### src/rtl/keypad_pkg.sv
// keypad_pkg: scan FSM encoding, key-index width and {press, key} event layout.
// The press bit is only part of an event when KEYPAD_RELEASE_EVENT_EN is defined.
package keypad_pkg;

    typedef enum logic [1:0] {SETTLE, UPDATE, ADVANCE} scan_state_e;

`ifdef KEYPAD_RELEASE_EVENT_EN
    localparam int PRESS_W = 1;
`else
    localparam int PRESS_W = 0;
`endif

    function automatic int key_w(input int n_keys);
        return $clog2(n_keys);
    endfunction

    function automatic int ev_w(input int n_keys);
        return key_w(n_keys) + PRESS_W;
    endfunction

endpackage

### src/rtl/keypad_event_fifo.sv
// keypad_event_fifo: first-word-fall-through queue; when full, a same-cycle pop
// frees the slot first so the push still lands.
module keypad_event_fifo #(
    parameter int W     = 4,
    parameter int DEPTH = 4
) (
    input  logic         clk_i,
    input  logic         rst_i,
    input  logic         push_i,
    input  logic [W-1:0] data_i,
    input  logic         pop_i,
    output logic [W-1:0] data_o,
    output logic         empty_o,
    output logic         full_o
);
    localparam int AW = $clog2(DEPTH);

    logic [W-1:0] mem_q [DEPTH];
    logic [AW-1:0] rd_q, wr_q;
    logic [AW:0] cnt_q;
    logic do_pop, do_push;

    assign empty_o = cnt_q == '0;
    assign full_o  = cnt_q == (AW+1)'(DEPTH);
    assign do_pop  = pop_i & ~empty_o;
    assign do_push = push_i & (~full_o | do_pop);
    assign data_o  = mem_q[rd_q];

    always_ff @(posedge clk_i) begin
        if (rst_i) begin
            rd_q  <= '0;
            wr_q  <= '0;
            cnt_q <= '0;
        end else begin
            if (do_push) begin
                mem_q[wr_q] <= data_i;
                wr_q        <= wr_q + 1'b1;
            end
            if (do_pop)
                rd_q <= rd_q + 1'b1;
            cnt_q <= cnt_q + (AW+1)'(do_push) - (AW+1)'(do_pop);
        end
    end

endmodule

### src/rtl/keypad_matrix_scanner.sv
// keypad_matrix_scanner: prescaled column scan, per-key debounce and a queued event stream.
// Define KEYPAD_RELEASE_EVENT_EN to also queue release events (EV_PRESS = 0).
module keypad_matrix_scanner
    import keypad_pkg::*;
#(
    parameter int N_ROWS         = 4,
    parameter int N_COLS         = 4,
    parameter int TICK_DIV       = 8192,
    parameter int SETTLE_TICKS   = 1,
    parameter int DEBOUNCE_SCANS = 3,
    parameter int EV_DEPTH       = 4
) (
    input  logic                            CLK,
    input  logic                            RST,
    output logic [N_COLS-1:0]               COL_DRIVE,
    input  logic [N_ROWS-1:0]               ROW_SENSE,
    output logic [N_ROWS*N_COLS-1:0]        KEYS,
    output logic                            EV_VALID,
    input  logic                            EV_READY,
    output logic [key_w(N_ROWS*N_COLS)-1:0] EV_KEY,
    output logic                            EV_PRESS,
    output logic                            OVERFLOW
);
    localparam int N_KEYS = N_ROWS * N_COLS;
    localparam int KW     = key_w(N_KEYS);
    localparam int EW     = ev_w(N_KEYS);
    localparam int TW     = $clog2(TICK_DIV);
    localparam int DW     = $clog2(SETTLE_TICKS + 1);
    localparam int RW     = (N_ROWS > 1) ? $clog2(N_ROWS) : 1;
    localparam int CW     = $clog2(N_COLS);

    scan_state_e state_q, state_d;
    logic [N_ROWS-1:0] sync1_q, sync2_q, samp_q, samp_d;
    logic [TW-1:0] tick_q;
    logic [DW-1:0] dwell_q, dwell_d;
    logic [RW-1:0] row_q, row_d;
    logic [CW-1:0] col_q, col_d;
    logic [N_KEYS-1:0] keys_q, keys_d;
    logic [3:0] cnt_q [N_KEYS];
    logic [3:0] cnt_d [N_KEYS];
    logic ev_vld_q, ev_vld_d, ovf_q, ovf_d;
    logic [EW-1:0] ev_dat_q, ev_dat_d, head;
    logic [KW-1:0] k;
    logic tick, pop, empty, full;

    assign tick = tick_q == TW'(TICK_DIV - 1);

    always_ff @(posedge CLK) begin
        if (RST) begin
            sync1_q  <= '1;
            sync2_q  <= '1;
            tick_q   <= '0;
            state_q  <= SETTLE;
            dwell_q  <= '0;
            row_q    <= '0;
            col_q    <= '0;
            samp_q   <= '0;
            keys_q   <= '0;
            cnt_q    <= '{default: '0};
            ev_vld_q <= 1'b0;
            ev_dat_q <= '0;
            ovf_q    <= 1'b0;
        end else begin
            sync1_q  <= ROW_SENSE;
            sync2_q  <= sync1_q;
            tick_q   <= tick ? '0 : tick_q + 1'b1;
            state_q  <= state_d;
            dwell_q  <= dwell_d;
            row_q    <= row_d;
            col_q    <= col_d;
            samp_q   <= samp_d;
            keys_q   <= keys_d;
            cnt_q    <= cnt_d;
            ev_vld_q <= ev_vld_d;
            ev_dat_q <= ev_dat_d;
            ovf_q    <= ovf_d;
        end
    end

    always_comb begin
        state_d  = state_q;
        dwell_d  = dwell_q;
        row_d    = row_q;
        col_d    = col_q;
        samp_d   = samp_q;
        keys_d   = keys_q;
        cnt_d    = cnt_q;
        ev_vld_d = 1'b0;
        ev_dat_d = ev_dat_q;
        ovf_d    = ovf_q | (ev_vld_q & full & ~pop);
        k        = KW'(int'(row_q) * N_COLS + int'(col_q));
        case (state_q)
            SETTLE: begin
                if (tick) begin
                    if (dwell_q == DW'(SETTLE_TICKS - 1)) begin
                        samp_d  = ~sync2_q;
                        dwell_d = '0;
                        row_d   = '0;
                        state_d = UPDATE;
                    end else begin
                        dwell_d = dwell_q + 1'b1;
                    end
                end
            end
            UPDATE: begin
                if (samp_q[row_q] == keys_q[k]) begin
                    cnt_d[k] = '0;
                end else if (cnt_q[k] == 4'(DEBOUNCE_SCANS - 1)) begin
                    cnt_d[k]  = '0;
                    keys_d[k] = ~keys_q[k];
`ifdef KEYPAD_RELEASE_EVENT_EN
                    ev_vld_d  = 1'b1;
                    ev_dat_d  = {~keys_q[k], k};
`else
                    ev_vld_d  = ~keys_q[k];
                    ev_dat_d  = k;
`endif
                end else begin
                    cnt_d[k] = cnt_q[k] + 1'b1;
                end
                row_d = row_q + 1'b1;
                if (row_q == RW'(N_ROWS - 1))
                    state_d = ADVANCE;
            end
            default: begin
                col_d   = (col_q == CW'(N_COLS - 1)) ? '0 : col_q + 1'b1;
                state_d = SETTLE;
            end
        endcase
    end

    // Events go through one register stage, so they surface the cycle after KEYS changes.
    keypad_event_fifo #(.W(EW), .DEPTH(EV_DEPTH)) u_fifo (
        .clk_i   (CLK),
        .rst_i   (RST),
        .push_i  (ev_vld_q),
        .data_i  (ev_dat_q),
        .pop_i   (pop),
        .data_o  (head),
        .empty_o (empty),
        .full_o  (full)
    );

    assign pop       = EV_READY & ~empty;
    assign EV_VALID  = ~empty;
    assign EV_KEY    = head[KW-1:0];
    assign KEYS      = keys_q;
    assign OVERFLOW  = ovf_q;
    assign COL_DRIVE = ~(N_COLS'(1) << col_q);
`ifdef KEYPAD_RELEASE_EVENT_EN
    assign EV_PRESS  = head[EW-1];
`else
    assign EV_PRESS  = 1'b1;
`endif

endmodule

### config.mk
export PLATFORM = sky130hd
export DESIGN_NAME = keypad_matrix_scanner
export DESIGN_NICKNAME = d
export VERILOG_FILES = /design/src/rtl/keypad_pkg.sv /design/src/rtl/keypad_event_fifo.sv /design/src/rtl/keypad_matrix_scanner.sv
export SDC_FILE = /design/constraint.sdc
export NUM_CORES = 1
export LEC_CHECK = 0
export CAP_MARGIN = 25
export CORE_MARGIN = 5
export CORE_UTILIZATION = 45
export CTS_CLUSTER_DIAMETER = 50
export CTS_CLUSTER_SIZE = 25
export DETAILED_ROUTE_END_ITERATION = 7
export PLACE_DENSITY = 0.64
export RECOVER_POWER = 50
export SKIP_CTS_REPAIR_TIMING = 1
export SLEW_MARGIN = 20
export SYNTH_ARGS = -nofsm -noshare
export SYNTH_HDL_FRONTEND = slang
export SYNTH_SLANG_ARGS = --single-unit
### constraint.sdc
create_clock -name CLK -period 5.96 [get_ports CLK]
set_clock_uncertainty 0.1 [all_clocks]
set_input_delay 0.596 -clock CLK [delete_from_list [all_inputs] [get_ports CLK]]
set_output_delay 0.596 -clock CLK [all_outputs]
set_load 0.02 [all_outputs]
## Yosys cells after proc, flatten, opt, wreduce, memory -nomap -nowiden

Memory sizes are Yosys's and may differ from the RTL's. A register that Yosys moved wholly into a read port is not among the register bits.
Cells that the tools add are included.

- Word-level logic and storage cells: 120
- Output and inout bits: 27
- Memories: 1
- RAM bits: 16
- Bits in registers: 125
- Bits of input ports: 7

- Eq/ne operators: 10
- Add/sub/neg operators: 10
- Multiplexer cells: 29
- Reduce and logical (&&, ||, !) cells: 13
- Order comparisons: 5
- Bitwise operators: 20
- Shifts and indexed selects: 1

Memories:

| memory | words | bits a word | read ports | clocked after memory_dff | wr ports | RTL line | RTL |
|---|---|---|---|---|---|---|---|
| u_fifo.mem_q | 4 | 4 | 1 | 1 | 1 | keypad_event_fifo.sv:18 | `logic [W-1:0] mem_q [DEPTH];` |

Operator list:

| kind | count |
|---|---|
| $mux 64 | 2 |
| $and 64x64->64 | 1 |
| $bwmux 64 | 1 |
| $not 64->64 | 1 |
| $bmux 4 s4 | 1 |
| $bwmux 16 | 1 |
| $demux 4 s4 | 1 |
| $mux 2 | 8 |
| $add 13x1->13 const B | 1 |
| $eq 13x13->1 const B | 1 |
| $mux 4 | 3 |
| $reduce_and 3->1 | 4 |
| $add 2x1->2 const B | 4 |
| $not 1->1 | 8 |
| $not 4->4 | 2 |
| $pmux 2 s2 | 2 |
| $mux 1 | 7 |
| $ne 2x2->1 const B | 3 |
| $and 1x1->1 | 5 |
| $ge 5x5->1 const B | 1 |
| $lt 4x5->1 const B | 1 |
| $lt 5x1->1 const B | 1 |
| $not 4->5 | 1 |
| $add 4x1->4 const B | 1 |
| other kinds (23) | 27 |

## Longest topological paths before layout

Gate-level depths: netlist of the first run.

- Depth after elaboration: 10
- Gate-level depth with buffers: 14
- Gate-level depth less buffers: 8

## By module

From an unflattened synthesis of the first run, not the netlist that was laid out.

- Cells, all modules: 658
- Area total of the unflattened synthesis: 6477.5 sq um

Modules (own cells, without submodules):

| module | sequential area each (sq um) | times used | area an instance (sq um) | cells an instance |
|---|---|---|---|---|
| keypad_matrix_scanner | 2342.2 | 1 | 5429.0 | 590 |
| keypad_event_fifo | 660.6 | 1 | 1048.5 | 68 |

## Worst setup path before layout of the first run

No wires, ideal clock.

- Path kind: reg-to-reg
- Start: register col_q[0]
- End: register cnt_q[34] (netlist bit)
- Slack: 3016 ps
- Stages on the path, launching flop included: 12
- Library setup time: 71 ps
- Buffers on the path: 4
- Period minus slack after synthesis: 2944 ps
- Data required time: 5789 ps
- Arrival: 2774 ps
- Cell sequence: dfxtp_1 -> buf_6 -> buf_12 -> mux4_2 -> a22oi_1 -> nand2_1 -> clkbuf_1 -> ha_1 -> xor2_1 -> clkbuf_1 -> nand4b_1 -> a21oi_1

- Cells in the longest elaborated chain, start to end: 10
- Elaborated cells on any way between the ends: 20
- Classes of those cells: add/sub: 2; order compare: 2; eq/ne: 2; mux: 10; bitwise: 3; reduce/logical: 1

Ends and longest elaborated chain:

| item | RTL line | RTL |
|---|---|---|
| from (decl) | keypad_matrix_scanner.sv:37 | `logic [CW-1:0] col_q, col_d;` |
| from (signal assigned) | keypad_matrix_scanner.sv:70 | `col_q <= col_d;` |
| $add 4x2->4 * | keypad_matrix_scanner.sv:91 | `k = KW'(int'(row_q) * N_COLS + int'(col_q));` |
| parallel branches: the longest is 8 deep, another holds $add 4x1->4 | n/a |  |
| $mux 64 * | keypad_matrix_scanner.sv:106 | `if (samp_q[row_q] == keys_q[k]) begin` |
| to (signal assigned) | keypad_matrix_scanner.sv:73 | `cnt_q <= cnt_d;` |
| to (decl) | keypad_matrix_scanner.sv:39 | `logic [3:0] cnt_q [N_KEYS];` |

Mark *: on every way between the ends. The select of a mux whose other input is x is not followed.
A chain may end at the register's enable or synchronous reset.

## Worst setup path after layout of the first run

- Start: register col_q[1]
- End: register keys_q[0], in the netlist KEYS[0]

- Cells in the longest elaborated chain, start to end: 7
- Elaborated cells on any way between the ends: 18
- Classes of those cells: add/sub: 1; order compare: 2; eq/ne: 2; mux: 8; bitwise: 3; reduce/logical: 2

Ends and longest elaborated chain:

| item | RTL line | RTL |
|---|---|---|
| $add 4x2->4 * | keypad_matrix_scanner.sv:91 |  |
| $not 4->5 (not written as such) | keypad_matrix_scanner.sv:108 | `end else if (cnt_q[k] == 4'(DEBOUNCE_SCANS - 1)) begin` |
| $bmux 4 s4 | keypad_matrix_scanner.sv:108 |  |
| $mux 4 (not written as such) (2 in series) | keypad_matrix_scanner.sv:108 |  |
| $eq 4x2->1 | keypad_matrix_scanner.sv:108 |  |
| $reduce_and 3->1 (no line) | n/a |  |
| to (signal assigned) | keypad_matrix_scanner.sv:72 | `keys_q <= keys_d;` |
| to (decl) | keypad_matrix_scanner.sv:38 | `logic [N_KEYS-1:0] keys_q, keys_d;` |

Mark *: on every way between the ends. The rest lies on a longest branch, timed or not. The select of a mux whose other input is x is not followed.

==> results of run 1 <==
[registers in the layout (all words and copies together) (netlist names), named ones only]
signal        flops
u_fifo.mem_q     16
u_fifo.wr_q       2
u_fifo.rd_q       2
ev_vld_q          1
u_fifo.cnt_q      3
row_q             2
col_q             2
cnt_q            64
sync2_q           4
OVERFLOW          1
samp_q            4
state_q           2
tick_q           13
sync1_q           4
ev_dat_q          4
KEYS             16
[cell usage after synthesis, types with 13 or more instances]
master and count:
a211oi_1 16, a21oi_1 31, a32oi_1 32, a41oi_1 16
buf_4 14, clkbuf_1 29, dfxtp_1 126, edfxtp_1 16
ha_1 17, inv_1 17, mux4_2 20, nand2_1 32
nand3_1 43, nand3b_1 16, nand4b_1 16, nor2_1 113
o21ai_0 13
[power groups by stage]
stage | clock network, uW | logic (uW) | registers (uW)
after detailed placement | 0 | 162 | 1030
after CTS | 1030 | 163 | 1010
after floorplan | 0 | 117 | 1020
after global routing | 1080 | 178 | 1010
final | 1020 | 158 | 1010
after global placement | 0 | 156 | 1030
[layer usage]
layer / global-route usage, % / part of all wire [%] / wire length [um] / up-vias
li1: - / - / - / 2460
met1: 24.9 / 46 / 7210 / 2551
met2: 28.7 / 47 / 7400 / 169
met3: 3.59 / 5.1 / 810 / 27
met4: 6.80 / 2.1 / 325 / 0
met5: 0 / 0 / 0 / -
[logic make-up after synthesis]
family / count (synthesis) / share of synthesized area [%]
simple gates: 263 / 19.4
flops: 142 / 45.0
compound gates: 129 / 13.8
buf+inv: 78 / 6.26
mux: 31 / 9.70
fa+ha+maj: 18 / 3.49
xor+xnor: 18 / 2.36
other cells: 1 / 0.0562
[worst max-delay path by stage]
stage,start,end,slack [ps]
after floorplan,col_q[0],cnt_q[34],3020
after global placement,col_q[1],cnt_q[14],2420
after global routing,col_q[1],KEYS[0],1910
final,col_q[1],KEYS[0],2210
after CTS,col_q[1],KEYS[0],2360
after detailed placement,col_q[1],KEYS[0],2390
[metrics by stage]
stage	cell area [um2]	std cells
after floorplan	6670	680
after detailed placement	6940	843
after global routing	7510	875
after global placement	6930	843
after CTS	7520	875
final	7510	875
[cell usage in the layout, fill, tap and decap left out, drive strengths merged, types with 2 or more instances in the layout]
cell,netlist,layout
mux4,25,25
xor2,9,9
nand4b,16,16
or2,8,8
a21o,2,2
clkbuf,29,19
nor2,113,113
and3,7,7
nand3,43,43
buf,31,7
clkdlybuf4s50,0,12
clkinv,1,5
nand3b,16,16
inv,17,22
mux2i,5,5
o21ai,23,23
a41oi,16,16
ha,17,17
and4,2,2
o21a,2,2
nor3,5,5
a211oi,16,16
a21oi,31,31
and2,9,9
dlygate4sd3,0,19
nand2,32,32
nand2b,3,3
dfxtp,126,126
xnor2,9,9
a22oi,6,6
clkinvlp,0,4
a32oi,32,32
edfxtp,16,16
nor2b,5,5
[area by class of cell]
type | instances | area share (%)
Multi-Input combinational cell | 460 | 43.6
Timing Repair Buffer | 39 | 4.88
Tap cell | 184 | 3.06
Clock inverter | 14 | 1.77
Sequential cell | 142 | 40.0
Clock buffer | 18 | 5.85
Inverter | 18 | 0.899
[worst max-delay path, cell delays in order, from the launching register on]
cell and delay, ps:
dfxtp_1 300, buf_4 350, mux4_2 550, a22oi_1 180
nand2_1 400, inv_1 160, ha_1 230, o21ai_4 160
buf_4 370, nor3_1 510, a211oi_1 170
==> reports/metrics.yaml, run 1 <==
grt:
  grt_pass1_vias: 5140
  grt_antenna_before_repair: 0
  grt_max_degree: 76
  grt_pass1_wl_um: 26300
  track_usage_pct: 18.2
  gr-total-overflow: 0
synthesis:
  synth_area_per_cell_um2: 9.81
  syn_area_um2: 6670
  yosys_register_bits: 142
  synth_top_cell_area_share_pct: 37.8
  yosys_warnings: 0
  ys_seq_area_share_pct: 45.0
  ys.flop_type: "dfxtp_1"
  synthTopCellsByArea: "dfxtp_1, edfxtp_1, mux4_2"
  syn_nets: 705
  yosysTopAreaCell: "dfxtp_1"
  synthArstFlopShare_pct: 0
  synth_cell_type_count: 47
  synth_edf_count: 16
  syn-instance-count: 680
worst_setup_path:
  crit_path_max_fanout: 55
  rr_worst_depth: 10
  worst_setup_path_start_kind: "register"
  regToRegStartpoint: "col_q[1]"
  cp_data_required_time_ps: 6030
  path_class: "reg2reg"
  rrSetupSlack_ps: 2210
  cp-end-kind: "register"
  rr_endpoint: "KEYS[0]"
  critPathArrivalTime_ps: 3820
sta:
  finalCritPeriodShare_pct: 62.9
  finalHoldViolCount: 0
  holdWs_ps: 313
  max_freq_ghz: 0.267
  drv_slew: 60
  rsz0062_at_grt: "false"
  worst_slew_pin_slew_ps: 2560
  relSlewSlack_pct: -70.9
  setup-violations-final: 0
  worst_slack_ps: 2210
  period_needed_ps: 3750
  setup_tns_ps: 0
power_and_ir_drop:
  pwr-share-seq_pct: 46.1
  p_leak_uw: 0.00263
  power.total_uw: 2190
  max-vdd-ir-drop_mv: 0.127
  switchingPower_uw: 528
  p_sw_share_pct: 24.1
  share_clk_of_total_power_pct: 46.7
  internal_power_uw: 1660
  pwr-share-comb_pct: 7.2
  powerDensity_nw_per_um2: 291
clock_network:
  h-tree-depth: 4
  clock-sinks: 142
  cts-root-buf: "clkbuf_16"
  path_clk_slew_ps: 60
  cts_tree: "done"
  clk_path_buf_depth: 2
  clk_latency_ps: 420
  cts_buffers: 17
floorplanning:
  fp.dieH_um: 132
  ios: 34
  die_area_um2: 17400
  core_um2: 14500
  fp-row-count: 44
  initial_utilization_pct: 45.9
  die_w_um: 132
routing:
  wl_per_cell_um: 18.0
  antenna_left: 0
  drt_first_pass_iters: 5
  dr.first_iter.drc_count: 395
  finalWirelength_um: 15700
  vias: 5207
  viasPerCell: 5.95
  drcViolationCount: 0
layout:
  drive_gt1_share_pct: 10.6
  fin_util_pct: 51.7
  fill_cells: 1330
  antenna_cells: 0
  synthToLayoutAreaGrowth_pct: 12.6
  nets: 703
  area.sequential_um2: 3000
  multiInputGateArea_um2: 3270
status:
  status: "complete, but fails checks"
  violations: "capacitance limit, slew limit"
min_path:
  hp-start: "sync1_q[1]"
  min_to: "sync2_q[1]"
  hold_path_class: "reg2reg"
  hold_depth: 1
place:
  place_ws_ps: 2390
  dp_hpwl_um: 9920
  place.gp.congestion: 0.804
  io_buffers: 32
flow_run:
  max-cap-violations: 1
No activity file was read; power rests on OpenSTA's default activity.
==> run 2, diff against run 1 <==
clock period = 3.8 ns   (was 5.96 ns; I/O delays follow)
==> run 2 against run 1 <==
Register-to-register slack got worse by 1600 ps. Global-route usage grew 0.22 points. Worst setup slack worse by 1600 ps. Sequential cell count unchanged. The run still ends with capacitance limit, slew limit left. Non-clock buffer count grew 6.
==> reports/metrics.yaml, run 2 (synthesized netlist as in run 1, its figures left out) <==
status:
  status: "complete, but fails checks"
  violations: "capacitance limit, slew limit"
routing:
  wl_per_cell_um: 17.7  # -1.7%
  dr.first_iter.drc_count: 526  # +33%
  viasPerCell: 5.84  # -1.9%
  vias: 5141  # -1.3%
  finalWirelength_um: 15600  # -1.0%
  drt_first_pass_iters: 5  # unchanged
  antenna_left: 0  # unchanged
  drcViolationCount: 0  # unchanged
worst_setup_path:
  critPathArrivalTime_ps: 3410  # -410 ps
  cp-end-kind: "register"
  rrSetupSlack_ps: 600  # -1610 ps
  max_stage_delay_ps: 640  # +90 ps
  cp_data_required_time_ps: 4010  # -2020 ps
  regToRegStartpoint: "col_q[0]"
  worst_setup_path_start_kind: "register"
  critPathTopFamily: "compound AO/OA/AOI/OAI gates"
  path_cells: "buf_4, mux4_2, a22oi_1, and3_1, o21a_1, a41oi_1, a211oi_1"
  rr_endpoint: "KEYS[1]"
  path_class: "reg2reg"
  path_buf_inv: 1  # -2
  rr_worst_depth: 7  # -3
  cp_slowest_cell: "o21a_1"
  crit_path_max_fanout: 20  # -64%
min_path:
  hold_depth: 1  # unchanged
  hold_path_class: "reg2reg"
  hp-start: "sync1_q[3]"
  min_to: "sync2_q[3]"
layout:
  drive_gt1_share_pct: 11.0  # +0.48 points
  fin_util_pct: 52.2  # +0.56 points
  largest_register_ffs: 64  # unchanged
  layout_commonest_cell: "dfxtp_1"
  synthToLayoutAreaGrowth_pct: 13.8
  design_area_um2: 7590  # +1.1%
  nets: 709  # +0.85%
  antenna_cells: 0  # unchanged
  final_cell_mix: "dfxtp_1, nor2_1, nand3_1"
  largest_register: "cnt_q"
clock_network:
  clk_path_buf_depth: 2  # unchanged
  cts_buffers: 17  # unchanged
  h-tree-depth: 4  # unchanged
  cts_tree: "done"
  clock-sinks: 142  # unchanged
  cts-root-buf: "clkbuf_16"
  clk_latency_ps: 420  # about the same
  path_clk_slew_ps: 60  # about the same
flow_run:
  max-cap-violations: 2  # +1
power_and_ir_drop:
  power.total_uw: 3530  # +61%
  p_leak_uw: 0.00267  # +1.7%
  powerDensity_nw_per_um2: 464  # +60%
  max-vdd-ir-drop_mv: 0.262  # +110%
floorplanning:
  die_area_um2: 17400  # unchanged
  fp.dieH_um: 132  # unchanged
  core_um2: 14500  # unchanged
  initial_utilization_pct: 45.9  # unchanged
  die_w_um: 132  # unchanged
  ios: 34  # unchanged
  fp-row-count: 44  # unchanged
sta:
  max_freq_ghz: 0.312  # +17%
  rsz0062_at_grt: "false"
  setup_tns_ps: 0  # unchanged
  relSlewSlack_pct: -15.6  # +55 points
  setup-violations-final: 0  # unchanged
  finalHoldViolCount: 0  # unchanged
  worst_slack_ps: 598  # -1610 ps
  worst_slew_pin_slew_ps: 1730  # -830 ps
  drv_slew: 136  # +130%
  period_needed_ps: 3200  # -546 ps
  finalCritPeriodShare_pct: 84.3  # +21 points
grt:
  track_usage_pct: 18.4  # +0.22 points
  grt_pass1_vias: 5098  # -0.82%
  grt_max_degree: 94  # +24%
  gr-total-overflow: 0  # unchanged
  grt_pass1_wl_um: 26500  # +0.50%
  grt_antenna_before_repair: 0  # unchanged
place:
  io_buffers: 32  # unchanged
  dp_hpwl_um: 10200  # +2.9%
  post_dp_cell_area_um2: 6990  # +0.65%
  place.gp.congestion: 0.820  # +2.0%
  place_ws_ps: 652  # -1740 ps
==> run 2: cell types whose count changed in the layout (fill, tap and decap cells not counted), sizes merged <==
cell	delta
clkbuf	+1
bufinv	+2
clkinv	-2
buf	+5
==> run 2: layer usage <==
metal  up-vias  track usage [%]  routed length (um)
li1       2475                -                   -
met1      2467             26.2                7130
met2       170             27.2                7100
met3        29             3.78                 964
met4         0             8.00                 388
met5         -                0                   0
==> run 2: metrics by stage <==
step,instances,hold slack [ps]
6_report,881,308
2_1_floorplan,680,289
4_1_cts,881,309
3_5_place_dp,849,294
5_1_grt,881,322
3_3_place_gp,848,293
==> run 2: power breakdown <==
group          total, uW  leakage (uW)  internal, uW  switching, uW
registers           1580       0.00117          1550           31.4
logic                241       0.00122           126            116
clock network       1710      0.000285          1040            662
==> run 2: worst max-delay path by stage <==
| stage | from | slack (ps) | end | cells after the start |
|---|---|---|---|---|
| after global placement | col_q[0] | 800 | KEYS[10] | 7 |
| after global routing | col_q[0] | 400 | KEYS[7] | 7 |
| after detailed placement | col_q[0] | 650 | KEYS[3] | 7 |
| final | col_q[0] | 600 | KEYS[1] | 7 |
| after floorplan | col_q[0] | 860 | cnt_q[34] | 11 |
| after CTS | col_q[0] | 640 | KEYS[1] | 7 |
==> run 2: layout make-up <==
cell class                      instances  area [um2]
Inverter                               18        67.6
Clock buffer                           18         429
Timing Repair Buffer                   45         422
Clock inverter                         14         181
Sequential cell                       142        3000
Multi-Input combinational cell        460        3260
Fill cell                            1329        6940
Tap cell                              184         230
